## src/rtl/prefetch_pkg.sv

```systemverilog
// Shared CPU-side types and constants for the instruction-byte prefetcher.
package prefetch_pkg;

    localparam int BYTE       = 8;
    localparam int ADDR_WIDTH = 16;

    localparam logic [ADDR_WIDTH-1:0] RESET_VECTOR_ADDR = 16'hFFFC;

    typedef enum logic [1:0] {
        PF_IDLE,
        PF_VEC_LO,
        PF_VEC_HI,
        PF_STREAM
    } prefetch_state_t;

    typedef struct packed {
        logic [ADDR_WIDTH-1:0] addr;
        logic [BYTE-1:0]       data;
    } pf_entry_t;

endpackage

```

## src/rtl/byte_fifo.sv

```systemverilog
// Small synchronous FIFO of {addr, data} entries with a single-cycle flush.
// The head is presented from the storage registers; when empty it reads as zero.
module byte_fifo
    import prefetch_pkg::*;
#(
    parameter  int DEPTH = 4,
    localparam int AW    = $clog2(DEPTH),
    localparam int CW    = AW + 1
) (
    input  logic          clk_i,
    input  logic          rstn_i,
    input  logic          flush,
    input  logic          push,
    input  pf_entry_t     push_data,
    input  logic          pop,
    output pf_entry_t     head,
    output logic          empty,
    output logic [CW-1:0] count
);

    pf_entry_t     mem_q [DEPTH];
    logic [AW-1:0] rd_ptr_q;
    logic [AW-1:0] wr_ptr_q;
    logic [CW-1:0] count_q;
    logic          do_pop;

    assign empty  = (count_q == '0);
    assign count  = count_q;
    assign do_pop = pop && !empty;
    assign head   = empty ? '0 : mem_q[rd_ptr_q];

    // Pointer and occupancy bookkeeping; flush discards everything at once.
    always_ff @(posedge clk_i or negedge rstn_i) begin
        if (!rstn_i) begin
            rd_ptr_q <= '0;
            wr_ptr_q <= '0;
            count_q  <= '0;
        end else if (flush) begin
            rd_ptr_q <= '0;
            wr_ptr_q <= '0;
            count_q  <= '0;
        end else begin
            if (push)   wr_ptr_q <= wr_ptr_q + AW'(1);
            if (do_pop) rd_ptr_q <= rd_ptr_q + AW'(1);
            count_q <= count_q + CW'(push) - CW'(do_pop);
        end
    end

    // Entry storage; contents are only visible through head when non-empty.
    always_ff @(posedge clk_i) begin
        if (push && !flush) mem_q[wr_ptr_q] <= push_data;
    end

endmodule

```

## src/rtl/prefetch.sv

```systemverilog
// Instruction-byte prefetcher: fetches the reset vector, then streams
// sequential bytes into a FIFO for the fetch stage. Redirects flush the
// FIFO and discard every response still in flight.
module prefetch
    import prefetch_pkg::*;
#(
    parameter int          FIFO_DEPTH      = 4,
    parameter int          MAX_OUTSTANDING = 2,
    parameter logic [15:0] RESET_VECTOR    = RESET_VECTOR_ADDR
) (
    input  logic        clk_i,
    input  logic        rstn_i,
    output logic        mem_req_o,
    output logic [15:0] mem_addr_o,
    input  logic        mem_gnt_i,
    input  logic        mem_rvalid_i,
    input  logic [7:0]  mem_rdata_i,
    input  logic        redirect_i,
    input  logic [15:0] redirect_pc_i,
    output logic [7:0]  byte_o,
    output logic [15:0] byte_pc_o,
    output logic        byte_valid_o,
    input  logic        byte_ready_i
);

    localparam int CW = $clog2(FIFO_DEPTH) + 1;
    localparam int OW = $clog2(MAX_OUTSTANDING + 1);
    localparam int TW = (MAX_OUTSTANDING > 1) ? $clog2(MAX_OUTSTANDING) : 1;
    localparam int SW = ((CW > OW) ? CW : OW) + 1;

    prefetch_state_t state_q, state_d;
    logic [15:0]     pc_q;
    logic [7:0]      vec_lo_q;
    logic [OW-1:0]   outst_q;
    logic [OW-1:0]   drop_q;
    logic [15:0]     tag_q [MAX_OUTSTANDING];
    logic [TW-1:0]   tag_wr_q;
    logic [TW-1:0]   tag_rd_q;

    logic [CW-1:0]   fifo_count;
    logic            fifo_empty;
    pf_entry_t       fifo_head;
    pf_entry_t       push_entry;
    logic            grant;
    logic            resp_stream;
    logic            redirect_act;
    logic            fifo_push;
    logic            fifo_pop;
    logic [SW-1:0]   credit_sum;

    function automatic logic [TW-1:0] tag_next(input logic [TW-1:0] p);
        return (p == TW'(MAX_OUTSTANDING - 1)) ? '0 : p + TW'(1);
    endfunction

    assign redirect_act = redirect_i && (state_q == PF_STREAM);
    assign grant        = mem_req_o && mem_gnt_i;
    assign resp_stream  = mem_rvalid_i && (state_q == PF_STREAM);
    assign fifo_push    = resp_stream && (drop_q == '0) && !redirect_act;
    assign fifo_pop     = !fifo_empty && byte_ready_i;
    // Occupancy plus reads in flight bounds what can still land in the FIFO.
    assign credit_sum   = SW'(fifo_count) + SW'(outst_q);
    assign push_entry   = '{addr: tag_q[tag_rd_q], data: mem_rdata_i};

    // Next state and memory request; request depends only on registers and redirect_i.
    always_comb begin
        state_d    = state_q;
        mem_req_o  = 1'b0;
        mem_addr_o = RESET_VECTOR;
        case (state_q)
            PF_IDLE: state_d = PF_VEC_LO;
            PF_VEC_LO: begin
                mem_req_o = (outst_q == '0);
                if (mem_rvalid_i) state_d = PF_VEC_HI;
            end
            PF_VEC_HI: begin
                mem_addr_o = RESET_VECTOR + 16'd1;
                mem_req_o  = (outst_q == '0);
                if (mem_rvalid_i) state_d = PF_STREAM;
            end
            PF_STREAM: begin
                mem_addr_o = pc_q;
                mem_req_o  = (credit_sum < SW'(FIFO_DEPTH)) &&
                             (outst_q < OW'(MAX_OUTSTANDING)) && !redirect_i;
            end
            default: state_d = PF_IDLE;
        endcase
    end

    // State register.
    always_ff @(posedge clk_i or negedge rstn_i) begin
        if (!rstn_i) state_q <= PF_IDLE;
        else         state_q <= state_d;
    end

    // PC: loaded from the vector, replaced on redirect, advanced on each stream grant.
    always_ff @(posedge clk_i or negedge rstn_i) begin
        if (!rstn_i) begin
            pc_q     <= '0;
            vec_lo_q <= '0;
        end else if (state_q == PF_VEC_LO && mem_rvalid_i) begin
            vec_lo_q <= mem_rdata_i;
        end else if (state_q == PF_VEC_HI && mem_rvalid_i) begin
            pc_q <= {mem_rdata_i, vec_lo_q};
        end else if (redirect_act) begin
            pc_q <= redirect_pc_i;
        end else if (grant && state_q == PF_STREAM) begin
            pc_q <= pc_q + 16'd1;
        end
    end

    // Outstanding and drop counters. On redirect every read still in flight
    // becomes stale, which already covers drops left over from an earlier redirect.
    always_ff @(posedge clk_i or negedge rstn_i) begin
        if (!rstn_i) begin
            outst_q <= '0;
            drop_q  <= '0;
        end else begin
            outst_q <= outst_q + OW'(grant) - OW'(mem_rvalid_i);
            if (redirect_act)
                drop_q <= outst_q - OW'(mem_rvalid_i);
            else if (resp_stream && drop_q != '0)
                drop_q <= drop_q - OW'(1);
        end
    end

    // Tag queue pointers: push request address on grant, pop on each stream response.
    always_ff @(posedge clk_i or negedge rstn_i) begin
        if (!rstn_i) begin
            tag_wr_q <= '0;
            tag_rd_q <= '0;
        end else begin
            if (grant && state_q == PF_STREAM) tag_wr_q <= tag_next(tag_wr_q);
            if (resp_stream)                   tag_rd_q <= tag_next(tag_rd_q);
        end
    end

    // Tag queue storage.
    always_ff @(posedge clk_i) begin
        if (grant && state_q == PF_STREAM) tag_q[tag_wr_q] <= pc_q;
    end

    byte_fifo #(
        .DEPTH (FIFO_DEPTH)
    ) u_fifo (
        .clk_i     (clk_i),
        .rstn_i    (rstn_i),
        .flush     (redirect_act),
        .push      (fifo_push),
        .push_data (push_entry),
        .pop       (fifo_pop),
        .head      (fifo_head),
        .empty     (fifo_empty),
        .count     (fifo_count)
    );

    assign byte_valid_o = !fifo_empty;
    assign byte_o       = fifo_head.data;
    assign byte_pc_o    = fifo_head.addr;

endmodule

```

## config.mk

```make
export PLATFORM = sky130hd
export DESIGN_NAME = prefetch
export DESIGN_NICKNAME = d
export VERILOG_FILES = /design/src/rtl/prefetch_pkg.sv /design/src/rtl/byte_fifo.sv /design/src/rtl/prefetch.sv
export SDC_FILE = /design/constraint.sdc
export NUM_CORES = 1
export LEC_CHECK = 0
export ABC_CLOCK_PERIOD_IN_PS = 4350
export BUFFER_PORTS_ARGS = -buffer_cell sky130_fd_sc_hd__buf_2
export CAP_MARGIN = 20
export CORE_ASPECT_RATIO = 1.25
export CORE_MARGIN = 10
export CORE_UTILIZATION = 63
export DETAILED_ROUTE_END_ITERATION = 8
export GPL_ROUTABILITY_DRIVEN = 0
export PLACE_DENSITY = 0.93
export SKIP_CTS_REPAIR_TIMING = 1
export SLEW_MARGIN = 20
export SYNTH_ARGS = -nofsm -noshare
export SYNTH_HDL_FRONTEND = slang
export SYNTH_SLANG_ARGS = --single-unit
```

## constraint.sdc

```tcl
create_clock -name clk_i -period 4.35 [get_ports clk_i]
set_clock_uncertainty 0.05 [all_clocks]
set_input_delay 0.435 -clock clk_i [delete_from_list [all_inputs] [get_ports clk_i]]
set_output_delay 0.435 -clock clk_i [all_outputs]
set_load 0.005 [all_outputs]
```

==> impl.org, run 1 <==
** Run status
- Status :: finished clean

** Clocking
- H-tree depth :: 4
- TritonCTS created 17 clock buffers.
- Bufs on Longest Clock Path :: 2
- Clock tree synthesis found a total of about 170 sinks.
- Post-CTS clock slew at the launch and capture registers of the worst setup and hold paths :: around 60 ps
- Clock latency on the worst-skew pair, taken at its later pin, is approximately 420 ps.
- TritonCTS built the clock tree.
- Cell at the root of the clock tree :: clkbuf_16

** Synthesis
- Syn nets :: around 550
- Synthesized area per cell :: between 10 and 15 µm²
- Yosys top cell by area :: edfxtp_1
- The cell area that synthesis handed to floorplanning was ~7300 µm².
- Most frequently used flop master after synthesis :: edfxtp_1
- By area the synthesized netlist is led by edfxtp_1 (52%), dfrtp_1 (13%), mux4_2 (7.4%).
- During synthesis, Yosys emitted a total of 0 warnings.
- The share of synthesized area in the top cell type comes to approximately 52%.
- Number of synthesized flops with an enable pin :: 128
- Yosys cell types :: 56
- Post-Synthesis Cells :: 503
- Share of flip-flops with an asynchronous set or reset after synthesis :: around a quarter
- After synthesis the netlist holds a flip-flop and latch count of roughly 170.
- Sequential element share of the synthesized area :: ~66%

** Setup path
- Data on the critical path arrives at its endpoint at 3440 ps.
- Category of the worst setup path capture point :: flip-flop
- For the worst setup path, the data required time is roughly 4600 ps.
- STA classifies the critical path startpoint as a flip-flop.
- The critical path is of the flip-flop to flip-flop type.
- Maximum fanout along the worst path :: 26

** STA
- In the finished design, the share of the clock period the worst path needs comes to 73.95%.
- F_max :: 310.9 MHz
- Setup total negative slack on the finished layout was measured at 0 ps.
- Min Tclk post-route :: ~3200 ps
- RSZ-0062 raised after global routing :: false
- The final count of hold timing violations is 0.
- Worst slew slack as a fraction of its limit :: 40.18%
- Count of final max-slew check failures :: 0
- Worst Max-Slew Pin Slew :: around 900 ps
- Setup-failing EPs final :: 0

** GRT
- The number of global-route vias before repair came to about 4,800.
- Wire length of the first global-routing pass :: around 27 mm
- Entering global routing, the biggest net connects 40 pins.
- Across every metal layer, demand over resource in global routing totals 21.44%.
- Grt total ovfl :: 0
- The number of antenna violations at the first check in global routing is 0.

** Detailed routing
- Initial DRC Count :: 520
- Detail-routed via count per cell :: 6.490
- After detailed routing, the number of remaining DRC violations is 0.
- Count of antenna-violating nets left after detailed routing :: 0
- The detailed router placed 4,679 vias in this run.
- Dividing the detail-routed wire length by the instance count gives ~23 µm.
- Final wirelength :: 16.73 mm
- Number of detailed-route iterations in the first pass :: 6

** Final layout
- At the end of the flow, the number of nets in the layout was just over 600.
- From synthesis to final layout, the design area changed by 14.67%.
- The multi-input combinational cells in the finished layout cover a total of 2374 µm².
- Post-route non-filler standard cell count :: around 720
- The layout has 626 filler cells.
- Register Area :: 4821 µm²
- Commonest non-fill, non-tap cell in the layout :: edfxtp_1
- The top cell types in the final layout, fill and taps aside, are edfxtp_1 (128), buf_2 (71), nand2_1 (48), dfrtp_1 (38), and2_1 (31).
- Of the cells placed in the final design, the portion with a size suffix greater than 1 is approximately 27%.
- 0 antenna diodes ended up in the layout.

** Power and ir drop
- Registers are responsible for approximately 40% of the overall power.
- Power share of the combinational group :: approximately 32%
- Leakage power total :: 3.150 nW
- The worst-case IR drop observed on VDD is 445.4 µV.
- The internal portion of the total power is approximately 3.9 mW.
- Power density of the placed cells :: between 600 and 700 nW/µm²
- Fraction of power spent switching nets :: about a third
- In this run the power spent charging and discharging nets is approximately 1.9 mW.
- The clock network is responsible for 27.1% of the overall power.

** Die
- # rows :: 44
- Initial cell density of the core :: 63.88%
- I/O pins :: slightly above 70
- Vertical die dimension :: about 140 µm
- Die outline width :: ~120 µm
- Core area :: about 12,000 µm²
- Total Die Area :: around 16,000 µm²

** Placed design
- Count of placed standard cells including taps :: between 600 and 700
- Post-detailed-placement half-perimeter wirelength :: 10.78 mm
- Count of buffers inserted at the top-level ports :: approximately 70

** Hold path
- Hold crit path type :: input pin to async pin

** Job
- Max Cap Violations :: 0
## per-layer routing
layer	vias up	routed length, µm	track usage (%)
li1	2009	-	-
met1	2279	6176	26.56
met2	339	8335	33.56
met3	52	1663	6.879
met4	0	556	9.713
met5	-	0	0
## cells in the mapped netlist, types with 6 or more instances
cell type / count
edfxtp_1: 128
nand2_1: 48
dfrtp_1: 39
and2_1: 35
nor2_1: 28
mux4_2: 24
clkbuf_1: 19
mux2_2: 18
a21oi_1: 17
ha_1: 17
inv_1: 16
nand2b_1: 13
o21ai_0: 13
xnor2_1: 10
a31oi_1: 6
## path summary, 6_finish.rpt
kind | slack [ps] | from | cells past startpoint | end
max | 1130 | u_fifo.count[2] | 9 | u_fifo.count[2]
min | 90 | rstn_i | 1 | drop_q[0]
max reg2reg | 1130 | u_fifo.count[2] | 9 | u_fifo.count[2]
min reg2reg | 440 | vec_lo_q[1] | 2 | vec_lo_q[1]
max in group asynchronous | 3550 | rstn_i | 1 | u_fifo.rd_ptr_q[1]
min in group clk_i | 240 | mem_rdata_i[6] | 1 | u_fifo.mem_q[0][6]
## metrics by stage
step,setup WS [ps],instance area [µm²],hold WS (ps),power [mW],util [%]
finish,1133,8428,88.47,5.783,73.25
CTS,1147,8417,96.56,5.776,73.15
floorplan,1866,7350,89.41,3.543,-
global route,940.5,8428,129.9,6.095,73.25
global placement,1380,7789,410.4,4.057,67.69
detailed placement,1291,7794,424.3,4.163,67.74
## logic make-up after synthesis
family          after synthesis  synth area share, %
flops                       167                65.58
compound gates               69                6.554
xor+xnor                     13                1.549
simple gates                151                10.52
fa+ha+maj                    18                3.166
mux                          43                10.25
buf+inv                      42                2.383
## layout make-up
cell class	instances	area share, %
multi-input combinational	294	28.16
inverter	16	0.7126
clock buffer	21	5.344
sequential	167	57.20
tap	138	2.049
timing repair buffer	74	4.483
clock inverter	11	2.049
## power groups by stage
stage | Clock, mW | Combinational, mW | Sequential [mW]
after floorplan | 0 | 1.35 | 2.19
after global placement | 0 | 1.73 | 2.32
after detailed placement | 0 | 1.81 | 2.35
after CTS | 1.58 | 1.87 | 2.33
after global routing | 1.64 | 2.08 | 2.37
final | 1.57 | 1.87 | 2.35
## flip-flops by register name, indices dropped and copies added, names as in the netlist
name / count
u_fifo.count: 3
tag_wr_q: 1
outst_q: 2
tag_rd_q: 1
u_fifo.rd_ptr_q: 2
u_fifo.wr_ptr_q: 2
drop_q: 2
state_q: 2
u_fifo.mem_q: 96
pc_q: 16
vec_lo_q: 8
tag_q: 32
## worst max-delay path, cell delays in order, from the launching register on
cell,delay [ps]
dfrtp_1,450
or3_1,710
and2_1,360
ha_1,320
inv_1,50
ha_1,210
fa_1,410
xnor2_1,280
xnor2_1,160
nor2_1,60
No activity file was read; power rests on OpenSTA's default activity.
==> run 2: changes to the inputs <==
- ABC_AREA: default -> 1
- ABC_CLOCK_PERIOD_IN_PS: 4350 -> 2810
- CORE_UTILIZATION: 63 -> 53
- PLACE_DENSITY: 0.93 -> 0.84
- clock period: 4.35 -> 2.81 ns (I/O delays scaled with it)
==> impl.org, run 2 <==
** Synthesis
- Among all flip-flop cells after synthesis, the most frequent one is edfxtp_1.
- Yosys attributes the largest share of cell area to edfxtp_1 (51%), dfrtp_1 (13%), nand2_1 (11%).
- Sequential element share of the synthesized area :: 63.68% (-1.9 points)
- The flop and latch count out of synthesis is 167 (unchanged).
- The number of warnings printed during yosys synthesis is 0 (unchanged).
- The commonest cells after synthesis are nand2_1 (219), nor2_1 (150), edfxtp_1 (128), o21ai_0 (63), inv_1 (56).
- The distinct cell type count after synthesis was 32 (-43%).
- The synthesized design spends more area on one cell type than any other, namely edfxtp_1.
- The total nets after synthesis came to 837 (+52%).
- Synthesized area per cell :: 9.593 µm² (-34%)
- The share of flip-flops with an asynchronous set or reset is 23.35% (unchanged).
- Most frequent cell after synthesis :: nand2_1
- Post-Synthesis Cells :: 789 (+57%)
- The area of the mapped netlist is 7569 µm² (+3.0%).
- The number of synthesized flops with an enable pin was 128 (unchanged).
- Portion of synthesized cell area occupied by the leading cell type :: 50.79% (-1.5 points)

** Die
- Core area :: 13,930 µm² (+21%)
- Initial cell density of the core :: 54.32% (-9.6 points)
- The die area is 19,490 µm² (+19%).
- The vertical die dimension was 153.6 µm (+9.1%).
- Die outline width :: 126.9 µm (+8.8%)
- I/O pins :: 72 (unchanged)
- The count of standard-cell rows came to 48 (+9.1%).

** STA
- The worst relative slew slack is 39.48% (-0.70 points).
- Setup-failing EPs final :: 0 (unchanged)
- F_max :: around 400 MHz
- Setup repair after global routing left no endpoint under its margin.
- After layout, the minimum clock period comes to around 2500 ps.
- Count of final max-slew check failures :: 0 (unchanged)
- Period utilization :: between 80 and 90%
- The accumulated negative setup slack was 0 ps (unchanged).
- The transition time at the pin with the least slew margin came to 907.8 ps (+10.45 ps).
- The final count of hold timing violations was 0 (unchanged).

** Setup path
- Data arrival time of the worst path :: 2150 ps (-1290 ps)
- The slowest stage of the critical path belongs to the cell dfrtp_1.
- The largest fanout on the critical path was 25 (-3.8%).
- Critical path launch point type :: flip-flop
- The worst setup path is of the flip-flop to primary output kind.
- The critical path required time is 2480 ps (-2090 ps).
- Ordered list of cells on the worst path :: buf_4 > clkinv_1 > buf_4 > nor2_1 > o21ai_0 > a21oi_1 > buf_2
- Slowest cell delay on critical path :: 330 ps (-380 ps)
- Category of the worst setup path capture point :: primary output
- The most numerous cell type found on the critical path is buf_4.

** Power and ir drop
- The leakage power figure was 3.816 nW (+21%).
- The worst voltage drop across the vdd grid is 449.3 µV (+0.86%).
- The power density relative to cell area is 883.6 nW/µm² (+29%).
- The overall power after layout is 7.727 mW (+34%).

** GRT
- The number of global-route vias before repair came to 5,431 (+13%).
- Wire length of the first global-routing pass :: 27.48 mm (+3.1%)
- Grt total ovfl :: 0 (unchanged)
- The overall routing resource usage came to 17.65% (-3.8 points).
- Maximum number of pins on one net before global-route repair :: 50 (+25%)
- Initial antenna violation count :: 0 (unchanged)

** Job
- The count of maximum capacitance violations is 0 (unchanged).

** Clocking
- Clock latency of the later-clocked register in the worst-skew pair :: 430 ps (about the same)
- Cell at the root of the clock tree :: clkbuf_16
- The clock sink count is 167 (unchanged).
- The number of buffers created by CTS is 17 (unchanged).
- The H-tree depth is 4 (unchanged).
- Bufs on Longest Clock Path :: 2 (unchanged)
- The clock slew seen by the registers of the worst setup and hold paths came to 70 ps (about the same).
- TritonCTS clock tree :: yes

** Detailed routing
- The mean number of vias per cell came to 5.501 (-15%).
- Final wirelength :: 17.49 mm (+4.5%)
- Average wire per standard cell :: 16.67 µm (-28%)
- Number of DRC violations after detailed routing :: 0 (unchanged)
- The first-iteration detailed-routing DRC count was 518 (-0.38%).
- The vias after detailed routing was 5,771 (+23%).
- Count of antenna-violating nets left after detailed routing :: 0 (unchanged)
- Number of detailed-route iterations in the first pass :: 5 (-1)

** Final layout
- Leading registers by flop count :: u_fifo.mem_q: 96 flops, tag_q: 32 flops, pc_q: 16 flops
- The antenna diode count was 0 (unchanged).
- Most used cells in the layout excluding fill and tap cells :: nand2_1 (219), nor2_1 (145), edfxtp_1 (128), buf_2 (71), o21ai_0 (63)
- The register with the most flip-flops in the final layout is u_fifo.mem_q.
- Fraction of layout cells with a size suffix above 1 :: 14.76% (-12 points)
- Relative area change from synthesis to final layout :: 15.54%
- Leaving out fill and tap cells, the most frequent cell in the layout is nand2_1.
- Largest register FFs :: 96 (unchanged)
- The number of nets in the finished design came to 909 (+47%).

** Placed design
- The port buffer count was 71 (unchanged).
- Post-detailed-placement half-perimeter wirelength :: 11.34 mm (+5.3%)

** Run status
- The flow ran to the end, and the final reports show no timing, DRC or antenna violations.

** Hold path
- Hold crit path type :: input pin to flip-flop
## run 2: cell types whose count changed after synthesis, sizes merged, moves of 6 or more
cell	before	now
mux4	24	0
mux2	18	0
nand2b	13	0
nor2	28	150
clkbuf	19	27
and2	35	0
nand2	48	221
inv	16	56
xnor2	10	2
a31oi	6	0
o21ai	13	68
a21oi	17	34
nand3	4	23
## run 2: logic make-up (layout without fill, tap and decap cells)
logic type,after synthesis,after routing,synth area share [%]
AND/OR/NAND/NOR,398,398,20.45
AO/OA/AOI/OAI,109,109,7.506
XOR/XNOR,5,5,0.5787
buffers and inverters,92,177,4.711
flip-flops,167,167,63.68
adder cells (fa/ha/maj),18,18,3.075
## run 2: final timing paths
check	start	to	slack, ps	cells past startpoint
setup / recovery	u_fifo.rd_ptr_q[1]	byte_o[5]	330	7
hold / removal	mem_rdata_i[0]	u_fifo.mem_q[3][0]	50	1
setup reg to reg	state_q[0]	u_fifo.mem_q[1][7]	580	8
hold reg to reg	vec_lo_q[1]	vec_lo_q[1]	440	2
max in group asynchronous	rstn_i	vec_lo_q[3]	1650	2
min in group asynchronous	rstn_i	state_q[1]	480	2
## run 2: worst max-delay path, delay by kind of cell, from the launching register on
family                 cells  cell delay, ps
buffers and inverters      4             890
AND/OR/NAND/NOR            1             140
flip-flops                 1             330
AO/OA/AOI/OAI              2             340
## run 2: area by class of cell
| cell class | instances | area, µm² |
|---|---|---|
| sequential | 167 | 4820 |
| inverter | 59 | 222.7 |
| clock inverter | 15 | 182.7 |
| tap | 175 | 219.0 |
| timing repair buffer | 86 | 470.5 |
| clock buffer | 17 | 425.4 |
| multi-input combinational | 530 | 2405 |
| fill | 1102 | 5189 |
## run 2: routing by layer
layer,up-vias,global-route usage (%),wire length [µm]
li1,2735,-,-
met1,2726,20.76,6818
met2,282,29.68,8816
met3,28,4.782,1556
met4,0,7.279,298
met5,-,0,0
## run 2: through the flow
step                cells  worst slack (ps)  util [%]  hold WS [ps]  area, µm²
finish               1049             333.4     62.76         51.42       8745
detailed placement   1016             602.3     58.32         410.0       8127
CTS                  1048             340.2     62.69        -47.07       8735
global placement     1016             683.6     58.32         411.3       8127
global route         1049             194.1     62.76         49.74       8745
floorplan             789             193.6         -        -64.59       7569
## run 2: power by group
part,leakage (nW),internal [mW],switching [mW]
clock network,0.290,1.35,1.03
registers,1.65,3.06,0.251
logic,1.88,0.707,1.33
==> run 3: changes to the inputs <==
- CORE_MARGIN: 10 -> 4
- RECOVER_POWER: default -> 50
==> impl.org, run 3 (synthesis results as in run 2) <==
** Run status
- The run finished with clean final reports.

** Detailed routing
- Detail-routed via count per cell :: 5.451 (-0.91%)
- Number of DRC violations after detailed routing :: 0 (unchanged)
- Average wire per standard cell :: 15.68 µm (-6.0%)
- The number of detailed-routing iterations run before antenna repair was 5 (unchanged).
- The post-detailed-routing wire length is 16.46 mm (-5.9%).
- The first-iteration detailed-routing DRC count came to 414 (-20%).
- The vias after detailed routing was 5,724 (-0.81%).
- The number of routed nets with antenna violations was 0 (unchanged).

** Clocking
- The H-tree depth is 4 (unchanged).
- The number of buffers created by CTS is 17 (unchanged).
- The clock slew seen by the registers of the worst setup and hold paths came to 70 ps (about the same).
- The cell sitting at the root of the clock tree is a clkbuf_16.
- Clock latency of the later-clocked register in the worst-skew pair :: 430 ps (about the same)
- TritonCTS built the clock tree.
- The clock tree buffer depth is 2 (unchanged).
- The clock sink count is 167 (unchanged).

** Setup path
- The data arrival time of the critical path came to 2260 ps (+110 ps).
- The setup path with the least slack is of type flip-flop to primary output.
- Worst path required time :: 2480 ps (about the same)
- Worst-path cell with the longest stage delay :: clkinv_1
- The worst-case register-to-register setup slack is 570 ps (about the same).
- The largest fanout on the critical path was 16 (-36%).
- Critical path launch point type :: flip-flop
- The worst setup path is captured at a primary output.
- The worst stage delay on the critical path came to 440 ps (+110 ps).
- Traced cell by cell, the critical path runs through clkinv_1 > buf_4 > nor2_1 > o21ai_0 > a21oi_1 > buf_2.

** Power and ir drop
- Power density of the placed cells :: 869.1 nW/µm² (-1.6%)
- Design internal power :: 4.957 mW (-3.1%)
- Net Switching :: 2.607 mW (-0.11%)
- Power share of the combinational group :: 27.1% (+0.7 points)
- Power share of the sequential group :: 43.4% (+0.6 points)
- Leakage power total :: 3.784 nW (-0.84%)
- The fraction of power consumed by the clock network was 29.5% (-1.3 points).
- Peak supply drop :: 543.8 µV (+21%)
- The switching power as a share of total power is 34.47% (+0.69 points).

** Die
- Core area :: 13,930 µm² (unchanged)
- The die width is 114.9 µm (-9.5%).
- Total Die Area :: 16,270 µm² (-17%)
- # rows :: 48 (unchanged)
- Initial cell density of the core :: 54.32% (unchanged)
- Vertical die dimension :: 141.6 µm (-7.8%)
- The number of I/O pins is 72 (unchanged).

** STA
- Setup-failing EPs final :: 0 (unchanged)
- The accumulated negative setup slack is 0 ps (unchanged).
- Period utilization :: 92.25% (+4.1 points)
- Final worst hold slack :: 100.3 ps (+48.88 ps)
- Setup repair after global routing left no endpoint under its margin.
- The highest achievable clock rate is 385.8 MHz (-4.5%).
- The transition time at the pin with the least slew margin came to 997.9 ps (+90.09 ps).
- The final max-slew violation count came to 0 (unchanged).
- The final count of hold timing violations came to 0 (unchanged).
- Worst slew slack as a fraction of its limit :: 33.47% (-6.0 points)
- Min Tclk post-route :: 2592 ps (+115.7 ps)

** Final layout
- The number of nets in the finished design is 910 (+0.11%).
- The top cell types in the final layout, fill and taps aside, are nand2_1 (219), nor2_1 (146), edfxtp_1 (128), o21ai_0 (63), buf_2 (61).
- Counting flops per register, the top entry is u_fifo.mem_q.
- The largest registers in the layout are u_fifo.mem_q: 96 flops, tag_q: 32 flops, pc_q: 16 flops.
- Commonest non-fill, non-tap cell in the layout :: nand2_1
- Fin util :: 62.46% (-0.30 points)
- The area growth from synthesis to layout is 14.99%.
- The number of flip-flops in the largest register was 96 (unchanged).
- Ant diodes :: 0 (unchanged)
- The fraction of final layout cells sized beyond drive strength 1 came to 13.49% (-1.3 points).
- The count of fill cells added during filler insertion came to 1,051 (-4.6%).

** Job
- The count of maximum capacitance violations was 0 (unchanged).

** Hold path
- The min-delay analysis places its worst path in the category input pin to flip-flop.

** GRT
- Wire length of the first global-routing pass :: 25.90 mm (-5.8%)
- The number of global-route vias before repair was 5,577 (+2.7%).
- Initial antenna violation count :: 0 (unchanged)
- GRT Util Overall :: 20.66% (+3.0 points)
- Maximum number of pins on one net before global-route repair :: 50 (unchanged)
- Grt total ovfl :: 0 (unchanged)

** Placed design
- Count of buffers inserted at the top-level ports :: 71 (unchanged)
- The post-detailed-placement half-perimeter wirelength was 10.93 mm (-3.6%).
-- run 3: cell types whose count changed in the layout (fill, tap and decap cells not counted), sizes merged --
cell,before,now
buf,85,76
clkinvlp,3,2
clkinv,4,7
bufinv,2,0
clkbuf,17,27
-- run 3: power by group through the flow --
stage               sequential (mW)  clock (mW)  combinational [mW]
floorplan                      3.24           0                1.30
global placement               3.31           0                2.00
detailed placement             3.32           0                2.05
CTS                            3.27        2.25                2.07
global route                   3.31        2.35                2.31
finish                         3.28        2.23                2.05
-- run 3: through the flow --
step           cells  area [µm²]  power (mW)  setup WS (ps)
4_1_cts         1049        8716       7.596          193.3
6_report        1050        8703       7.564          217.8
3_5_place_dp    1017        8134       5.377          593.5
5_1_grt         1050        8703       7.964          80.99
3_3_place_gp    1017        8134       5.312          696.4
2_1_floorplan    789        7569       4.539          193.6
-- run 3: worst paths after layout --
| path | from | endpoint | cells past startpoint |
|---|---|---|---|
| worst min register to register | vec_lo_q[1] | vec_lo_q[1] | 2 |
| worst min-delay path | byte_ready_i | u_fifo.rd_ptr_q[0] | 3 |
| min in group asynchronous | rstn_i | state_q[0] | 2 |
| worst max register to register | state_q[1] | u_fifo.mem_q[2][11] | 8 |
| worst max-delay path | u_fifo.rd_ptr_q[1] | byte_o[1] | 6 |
| max in group asynchronous | rstn_i | vec_lo_q[7] | 2 |
-- run 3: routing by layer --
| metal | up-vias | global-route usage, % | share of wire (%) |
|---|---|---|---|
| met5 | - | 0 | 0 |
| met4 | 0 | 11.43 | 3.6 |
| met3 | 53 | 4.735 | 7.7 |
| met2 | 266 | 34.21 | 50 |
| met1 | 2668 | 24.80 | 39 |
| li1 | 2737 | - | - |
-- run 3: area by class of cell --
type | count | area [µm²] | share of cell area, %
Sequential cell | 167 | 4820 | 55.38
Clock inverter | 15 | 156.4 | 1.797
Multi-Input combinational cell | 530 | 2394 | 27.50
Tap cell | 175 | 219.0 | 2.516
Timing Repair Buffer | 87 | 466.7 | 5.362
Inverter | 59 | 222.7 | 2.559
Clock buffer | 17 | 425.4 | 4.888
-- run 3: worst max-delay path, delay by kind of cell (launching register included) --
family	cells	cell delay [ps]
compound gates	2	350
buf+inv	3	990
flops	1	350
simple gates	1	130
